### src/rtl/threshold_window_detector.sv
// threshold_window_detector
//
// Streaming debounce/voting stage. Each accepted sample is flagged as a hit
// when its popcount reaches THRESH. The last WIN hit flags are kept in a
// shift register, and a running count of hits inside that window is
// maintained. The window output asserts once WIN samples have been seen and
// the count reaches WIN_THRESH. All outputs are registered, one cycle after
// the accepted sample.
//
// Ports:
//   clk        clock
//   reset      asynchronous active-high reset
//   clear      synchronous window flush (wins over a simultaneous sample)
//   in_val     in carries a valid sample this cycle
//   in         NBITS-wide sample vector
//   out_val    one-cycle pulse: outputs were updated by last cycle's sample
//   hit        per-sample detection, popcount(in) >= THRESH
//   win_count  number of hits in the current window
//   out        window detection (window full and win_count >= WIN_THRESH)
//   full       WIN samples accumulated since reset/clear
module threshold_window_detector #(
    parameter int NBITS      = 3,
    parameter int THRESH     = 2,
    parameter int WIN        = 4,
    parameter int WIN_THRESH = 3,
    localparam int PW = $clog2(NBITS + 1),
    localparam int CW = $clog2(WIN + 1)
) (
    input  logic             clk,
    input  logic             reset,
    input  logic             clear,
    input  logic             in_val,
    input  logic [NBITS-1:0] in,
    output logic             out_val,
    output logic             hit,
    output logic [CW-1:0]    win_count,
    output logic             out,
    output logic             full
);

    typedef enum logic [0:0] {
        S_FILL = 1'b0,
        S_RUN  = 1'b1
    } state_t;

    state_t          state_q;
    logic [WIN-1:0]  hist_q;
    logic [CW-1:0]   cnt_q;
    logic [CW-1:0]   fill_q;
    logic            out_val_q;
    logic            hit_q;
    logic            out_q;
    logic            full_q;

    logic            det_d;
    logic            oldest_d;
    logic [WIN-1:0]  hist_d;
    logic [CW-1:0]   cnt_d;
    logic [CW-1:0]   fill_d;
    logic            fill_done_d;
    logic            full_d;
    logic            out_d;

    function automatic logic [PW-1:0] popcount(input logic [NBITS-1:0] v);
        logic [PW-1:0] acc;
        acc = {PW{1'b0}};
        for (int i = 0; i < NBITS; i++) begin
            acc = acc + PW'(v[i]);
        end
        return acc;
    endfunction

    // Next-state values for an accepted sample.
    always_comb begin
        det_d       = (popcount(in) >= PW'(THRESH));
        oldest_d    = 1'b0;
        fill_d      = fill_q + CW'(1);
        fill_done_d = 1'b0;
        full_d      = 1'b0;

        // Bit leaving the window only counts once the window is full; in
        // FILL the history tail is still zero from reset/clear anyway.
        case (state_q)
            S_FILL: begin
                oldest_d    = 1'b0;
                fill_done_d = (fill_d == CW'(WIN));
                full_d      = fill_done_d;
            end
            S_RUN: begin
                oldest_d    = hist_q[WIN-1];
                fill_done_d = 1'b0;
                full_d      = 1'b1;
            end
            default: begin
                oldest_d    = 1'b0;
                fill_done_d = 1'b0;
                full_d      = 1'b0;
            end
        endcase

        hist_d = hist_q;
        for (int i = WIN - 1; i > 0; i--) begin
            hist_d[i] = hist_q[i-1];
        end
        hist_d[0] = det_d;

        // Intermediate wrap in CW bits is harmless: the true result is 0..WIN.
        cnt_d = cnt_q + CW'(det_d) - CW'(oldest_d);
        out_d = full_d && (cnt_d >= CW'(WIN_THRESH));
    end

    // FILL/RUN state machine with history, count and registered outputs.
    always_ff @(posedge clk or posedge reset) begin
        if (reset) begin
            state_q   <= S_FILL;
            hist_q    <= {WIN{1'b0}};
            cnt_q     <= {CW{1'b0}};
            fill_q    <= {CW{1'b0}};
            out_val_q <= 1'b0;
            hit_q     <= 1'b0;
            out_q     <= 1'b0;
            full_q    <= 1'b0;
        end else if (clear) begin
            state_q   <= S_FILL;
            hist_q    <= {WIN{1'b0}};
            cnt_q     <= {CW{1'b0}};
            fill_q    <= {CW{1'b0}};
            out_val_q <= 1'b0;
            hit_q     <= 1'b0;
            out_q     <= 1'b0;
            full_q    <= 1'b0;
        end else if (in_val) begin
            out_val_q <= 1'b1;
            hit_q     <= det_d;
            hist_q    <= hist_d;
            cnt_q     <= cnt_d;
            out_q     <= out_d;
            full_q    <= full_d;
            case (state_q)
                S_FILL: begin
                    fill_q <= fill_d;
                    if (fill_done_d) begin
                        state_q <= S_RUN;
                    end else begin
                        state_q <= S_FILL;
                    end
                end
                S_RUN: begin
                    state_q <= S_RUN;
                end
                default: begin
                    state_q <= S_FILL;
                end
            endcase
        end else begin
            out_val_q <= 1'b0;
        end
    end

    assign out_val   = out_val_q;
    assign hit       = hit_q;
    assign win_count = cnt_q;
    assign out       = out_q;
    assign full      = full_q;

endmodule

### config.mk
export PLATFORM = sky130hd
export DESIGN_NAME = threshold_window_detector
export DESIGN_NICKNAME = d
export VERILOG_FILES = /design/src/rtl/threshold_window_detector.sv
export SDC_FILE = /design/constraint.sdc
export NUM_CORES = 1
export LEC_CHECK = 0
export CORE_ASPECT_RATIO = 0.7
export CORE_MARGIN = 3
export CORE_UTILIZATION = 25
export CTS_CLUSTER_SIZE = 20
export DETAILED_ROUTE_END_ITERATION = 10
export SYNTH_ARGS = -nofsm -noshare
export SYNTH_HDL_FRONTEND = slang
export SYNTH_SLANG_ARGS = --single-unit
### constraint.sdc
create_clock -name clk -period 2.3 [get_ports clk]
set_input_delay 0.345 -clock clk [delete_from_list [all_inputs] [get_ports clk]]
set_output_delay 0.345 -clock clk [all_outputs]
set_load 0.1 [all_outputs]
Word level (Yosys, flattened, before mapping)
Cells that the tools add are included.
Storage, ports and cells
  input bits: 7
  output and inout bits: 7
  flip-flop bits (word level): 15
  word-level logic and storage cells: 43
Operators by class
  reduce and logical (&&, ||, !) cells: 3
  $lt $le $gt $ge: 2
  equal/unequal tests: 2
  add/subtract/negate cells: 5
  muxes and demuxes: 22
  bitwise gates (word level): 1
Operators by type and width (count)
  $mux 3: 5
  $mux 1: 11
  $mux 4: 2
  $pmux 1 s2: 4
  $add 3x1->3: 1
  $add 3x1->3 const B: 1
  $eq 3x3->1 const B: 1
  $ge 3x2->1 const B: 1
  $sub 3x1->3: 1
  $add 1x1->2: 1
  $add 2x1->2: 1
  $ge 2x2->1 const B: 1
  $ne 2x2->1 const B: 1
  $reduce_and 2->1: 1
  $reduce_bool 2->1: 1
  $logic_and 1x1->1: 1
  $not 1->1: 1

Logic depth before layout (Yosys ltp)
Gate-level depths: netlist of run 1.
  depth in word-level cells: 9
  depth in mapped cells: 10
  depth with buffers taken out: 10

Worst setup path before layout of run 1
OpenSTA, ideal clock, no wires.
  path kind: register to register
  start: register, netlist name full
  end: register cnt_q[2] (netlist: win_count[2])
  period minus slack after synthesis: 2673 ps
  slack: -373 ps
  arrival time: 2595 ps
  stages on the path, launching flop included: 10
  library setup time: 78 ps
  cell sequence: dfrtp_1 -> and2_1 -> ha_1 -> inv_1 -> ha_1 -> inv_1 -> fa_1 -> xnor2_1 -> or3_1 -> a21oi_1
RTL lines
  end signal: assignment: line 117  | cnt_q <= {CW{1'b0}};
  end signal: assignment: line 126  | cnt_q <= {CW{1'b0}};
  end signal: assignment: line 136  | cnt_q <= cnt_d;
  end: declaration: line 48  | logic [CW-1:0] cnt_q;

Worst setup path after layout of run 1
  start: input in[0]
  end: register cnt_q[2] (netlist: win_count[2])
On the way
  longest elaborated chain between the ends: 7
Ends and longest elaborated chain
  start: declaration: line 33  | input logic [NBITS-1:0] in,
  $add 1x1->2: line 68  | acc = acc + PW'(v[i]);
  $add 2x1->2: line 68
  $ge 2x2->1: line 75  | det_d = (popcount(in) >= PW'(THRESH));
  $add 3x1->3: line 108  | cnt_d = cnt_q + CW'(det_d) - CW'(oldest_d);
  $sub 3x1->3: line 108
  $mux 3: line 132  | end else if (in_val) begin
  $mux 3: line 123  | end else if (clear) begin
No other way between the ends. The select of a mux whose other input is x is not followed.
A chain may end at the register's enable or synchronous reset.

==> results of run 1 <==
[logic make-up (layout without fill, tap and decap cells)]
family                   after synthesis  count (layout)
adder cells (fa/ha/maj)                6               6
AND/OR/NAND/NOR                       19              19
buffers and inverters                  6              24
flip-flops                            13              13
multiplexers                           5               5
XOR/XNOR                               5               5
AO/OA/AOI/OAI                          7               7
[worst max-delay path: cells and delay by family]
family	cells	cell delay, ns
AND/OR/NAND/NOR	1	0.36
adder cells (fa/ha/maj)	4	0.94
AO/OA/AOI/OAI	2	0.28
XOR/XNOR	1	0.15
buffers and inverters	3	0.31
[worst max-delay path by stage]
stage | endpoint | depth (start not counted) | from
2_1_floorplan | out$_DFFE_PP0P_ | 9 | full$_DFFE_PP0P_
3_3_place_gp | out$_DFFE_PP0P_ | 11 | in[0]
3_5_place_dp | out$_DFFE_PP0P_ | 11 | in[0]
4_1_cts | win_count[2]$_DFFE_PP0P_ | 11 | in[2]
5_1_grt | win_count[2]$_DFFE_PP0P_ | 11 | in[0]
6_report | win_count[2]$_DFFE_PP0P_ | 11 | in[0]
[power by group through the flow]
stage / Combinational [mW] / Sequential, mW / Clock [mW]
after floorplan: 0.0625 / 0.314 / 0
after global placement: 0.159 / 0.258 / 0
after detailed placement: 0.161 / 0.259 / 0
after CTS: 0.168 / 0.255 / 0.214
after global routing: 0.182 / 0.258 / 0.225
final: 0.169 / 0.255 / 0.204
[cell usage in the layout (no fill, tap or decap), types with 2 or more instances in the layout]
master / n
a211oi_1: 2
buf_4: 10
clkbuf_8: 3
clkdlybuf4s50_1: 3
dfrtp_1: 12
ha_1: 2
ha_4: 3
inv_1: 2
inv_2: 2
mux2i_1: 5
nor2_1: 12
nor2b_1: 2
xor2_1: 2
[stage by stage]
stage | hold WS [ns] | setup slack [ns] | cells
final | 0.4256 | 0.08601 | 113
after CTS | 0.4427 | 0.02527 | 113
after global routing | 0.4786 | 0.02169 | 113
after floorplan | 0.2220 | 0.0004436 | 61
after detailed placement | 0.5135 | -0.4473 | 108
after global placement | 0.4990 | -0.4412 | 108
[area by class of cell]
| class | count | area (sq um) |
|---|---|---|
| clock buffer | 4 | 45.04 |
| tap | 34 | 42.54 |
| inverter | 4 | 15.01 |
| timing repair buffer | 16 | 138.9 |
| fill | 263 | 1554 |
| multi-input combinational | 42 | 390.4 |
| sequential | 13 | 329.1 |
[registers in the layout, indices dropped and copies added, names as in the netlist]
| register | count |
|---|---|
| fill_q | 3 |
| full | 1 |
| hist_q | 4 |
| out | 1 |
| out_val | 1 |
| win_count | 3 |
[timing repair]
action,CTS,global route
setup endpoints to repair,2,2
gates cloned,0,0
pin swaps,8,2
gates resized for setup,7,2
buffers inserted,1,0
[metal layers]
layer  vias up  track usage [%]
met1       230            12.07
li1        237                -
met4         0           0.9901
met2         9            14.56
met3         0            4.784
met5         -                0
==> metrics.yaml, run 1 <==
setup_path:
  r2r_end: "win_count[2]$_DFFE_PP0P_"
  start_kind: "input pin"
  cp.arrival_ns: 2.37
  reg2reg_from: "full$_DFFE_PP0P_"
  crit_chain: "clkdlybuf4s15_1 > ha_4 > a21oi_4 > ha_4 > inv_2 > ha_4 > inv_2 > fa_2 > xnor2_2 > or3_1 > a21oi_1"
  worstRegToRegCells: 9
  critical_path_class: "input pin to flip-flop"
  rrSetupSlack_ns: 0.11
  crit_slowest_cell: "fa_2"
  slowest_delay_ns: 0.37
  crit_top_cell: "ha_4"
  worst_ep_required_time_ns: 2.46
  crit_fanout: 2
  endpoint_kind: "flip-flop"
placement:
  placed_area_sq_um: 877.1
  dpl.hpwl_microns: 963.4
  place.gp.congestion: 0.7138
  portBuffers: 13
timing:
  fmax_ghz: 0.4517
  rsz0062_at_grt: "false"
  fin_setup_tns_ns: 0
  fin_worst_skew_ns: 0.001163
  hold_viol: 0
  slew_headroom_pct: 66.73
  setup_violations: 0
  maxSlewViolCount: 0
  finalCritPeriodShare_pct: 96.26
  fin_crit_ns: 2.214
  tightest_slew_ns: 0.4976
synth:
  yosys.area_share.simple_pct: 12.73
  synth_seq_cells: 13
  syn_nets: 74
  netlist_top_cells_count: "dfrtp_1, nor2_1, ha_1, mux2i_1, inv_1"
  synth_most_common_cell: "dfrtp_1"
  syn_inst: 61
  synth.avg_cell_area_sq_um: 11.12
  ys_seq_area_share_pct: 47.97
  ys_types: 22
  synth_mux_area_share_pct: 7.380
  synth_top_family_by_area: "simple AND/OR/NAND/NOR gates"
  yosys.area.top_type: "dfrtp_1"
  synth_compound_area_share_pct: 7.565
  async_flop_share_pct: 100.0
  synth_ff_type: "dfrtp_1"
  yosys_warnings: 0
  netlist_area_sq_um: 678.2
  synth_top_cell_area_share_pct: 47.97
  synth-adder-area-share_pct: 12.18
  synth_xor_area_share_pct: 8.672
  synth-edff-count: 0
  synth_area_leaders: "dfrtp_1, ha_1, mux2i_1"
global_route:
  grt.total_usage_pct: 9.403
  antenna_found_initial: 0
  gr-total-overflow: 0
  first_global_vias: 493
  grt_pass1_wl_mm: 2.283
  grt_max_degree: 14
drt:
  dr.first_iter.drc_count: 9
  wl_met1_microns: 659
  maxUsedRoutingLayer: "met3"
  via_count: 476
  ant_nets: 0
  first_pass_iters: 4
  totalWireLength_mm: 1.334
  wl_met3_microns: 73
  wl_per_cell_microns: 11.81
  drc: 0
  routed-wl-met2_microns: 601
  via_per_inst: 4.212
flow_run:
  maxCapViolCount: 0
pwr:
  seq_power_share_pct: 40.5
  switching_share_pct: 31.89
  leakage_nw: 0.4517
  pwr-share-clk_pct: 32.5
  internal_power_uw: 428.0
  pwr-share-comb_pct: 26.9
  ir_drop_v: 0.0003304
  fin_total_pwr_uw: 628.4
  powerDensity_nw_per_um2: 654.0
  p_switching_uw: 200.4
clock_tree:
  cts_tree: "yes"
  htree_num_levels: 1
  numCtsBuffers: 3
  cts_root_buffer: "clkbuf_8"
  ctsHoldBuffers: 0
  cts.sinks: 13
  clk_pin_slew_ns: 0.06
  cts_buffer_depth: 2
  insertion_delay_ns: 0.24
layout:
  final_core_util_pct: 38.21
  final_cell_area_sq_um: 960.9
  antenna_cells: 0
  area_growth_pct: 41.70
  drive_gt1_share_pct: 31.65
  finalNetCount: 93
die:
  core_region_area_sq_um: 2515
  die_area_sq_um: 3383
  rows: 15
  die_h_microns: 49.58
  die_w_microns: 68.25
  start_util_pct: 26.97
  io_pins: 14
status:
  outcome: "finished clean"
hold_path:
  hold_class: "input pin to asynchronous set/reset pin"
No activity file was read; power rests on OpenSTA's default activity.
==> inputs of run 2 (changes only) <==
HOLD_SLACK_MARGIN = 0.08   (was unset)
==> results of run 2 <==
No change in the layout: final DEF, timing and power equal those of run 1.
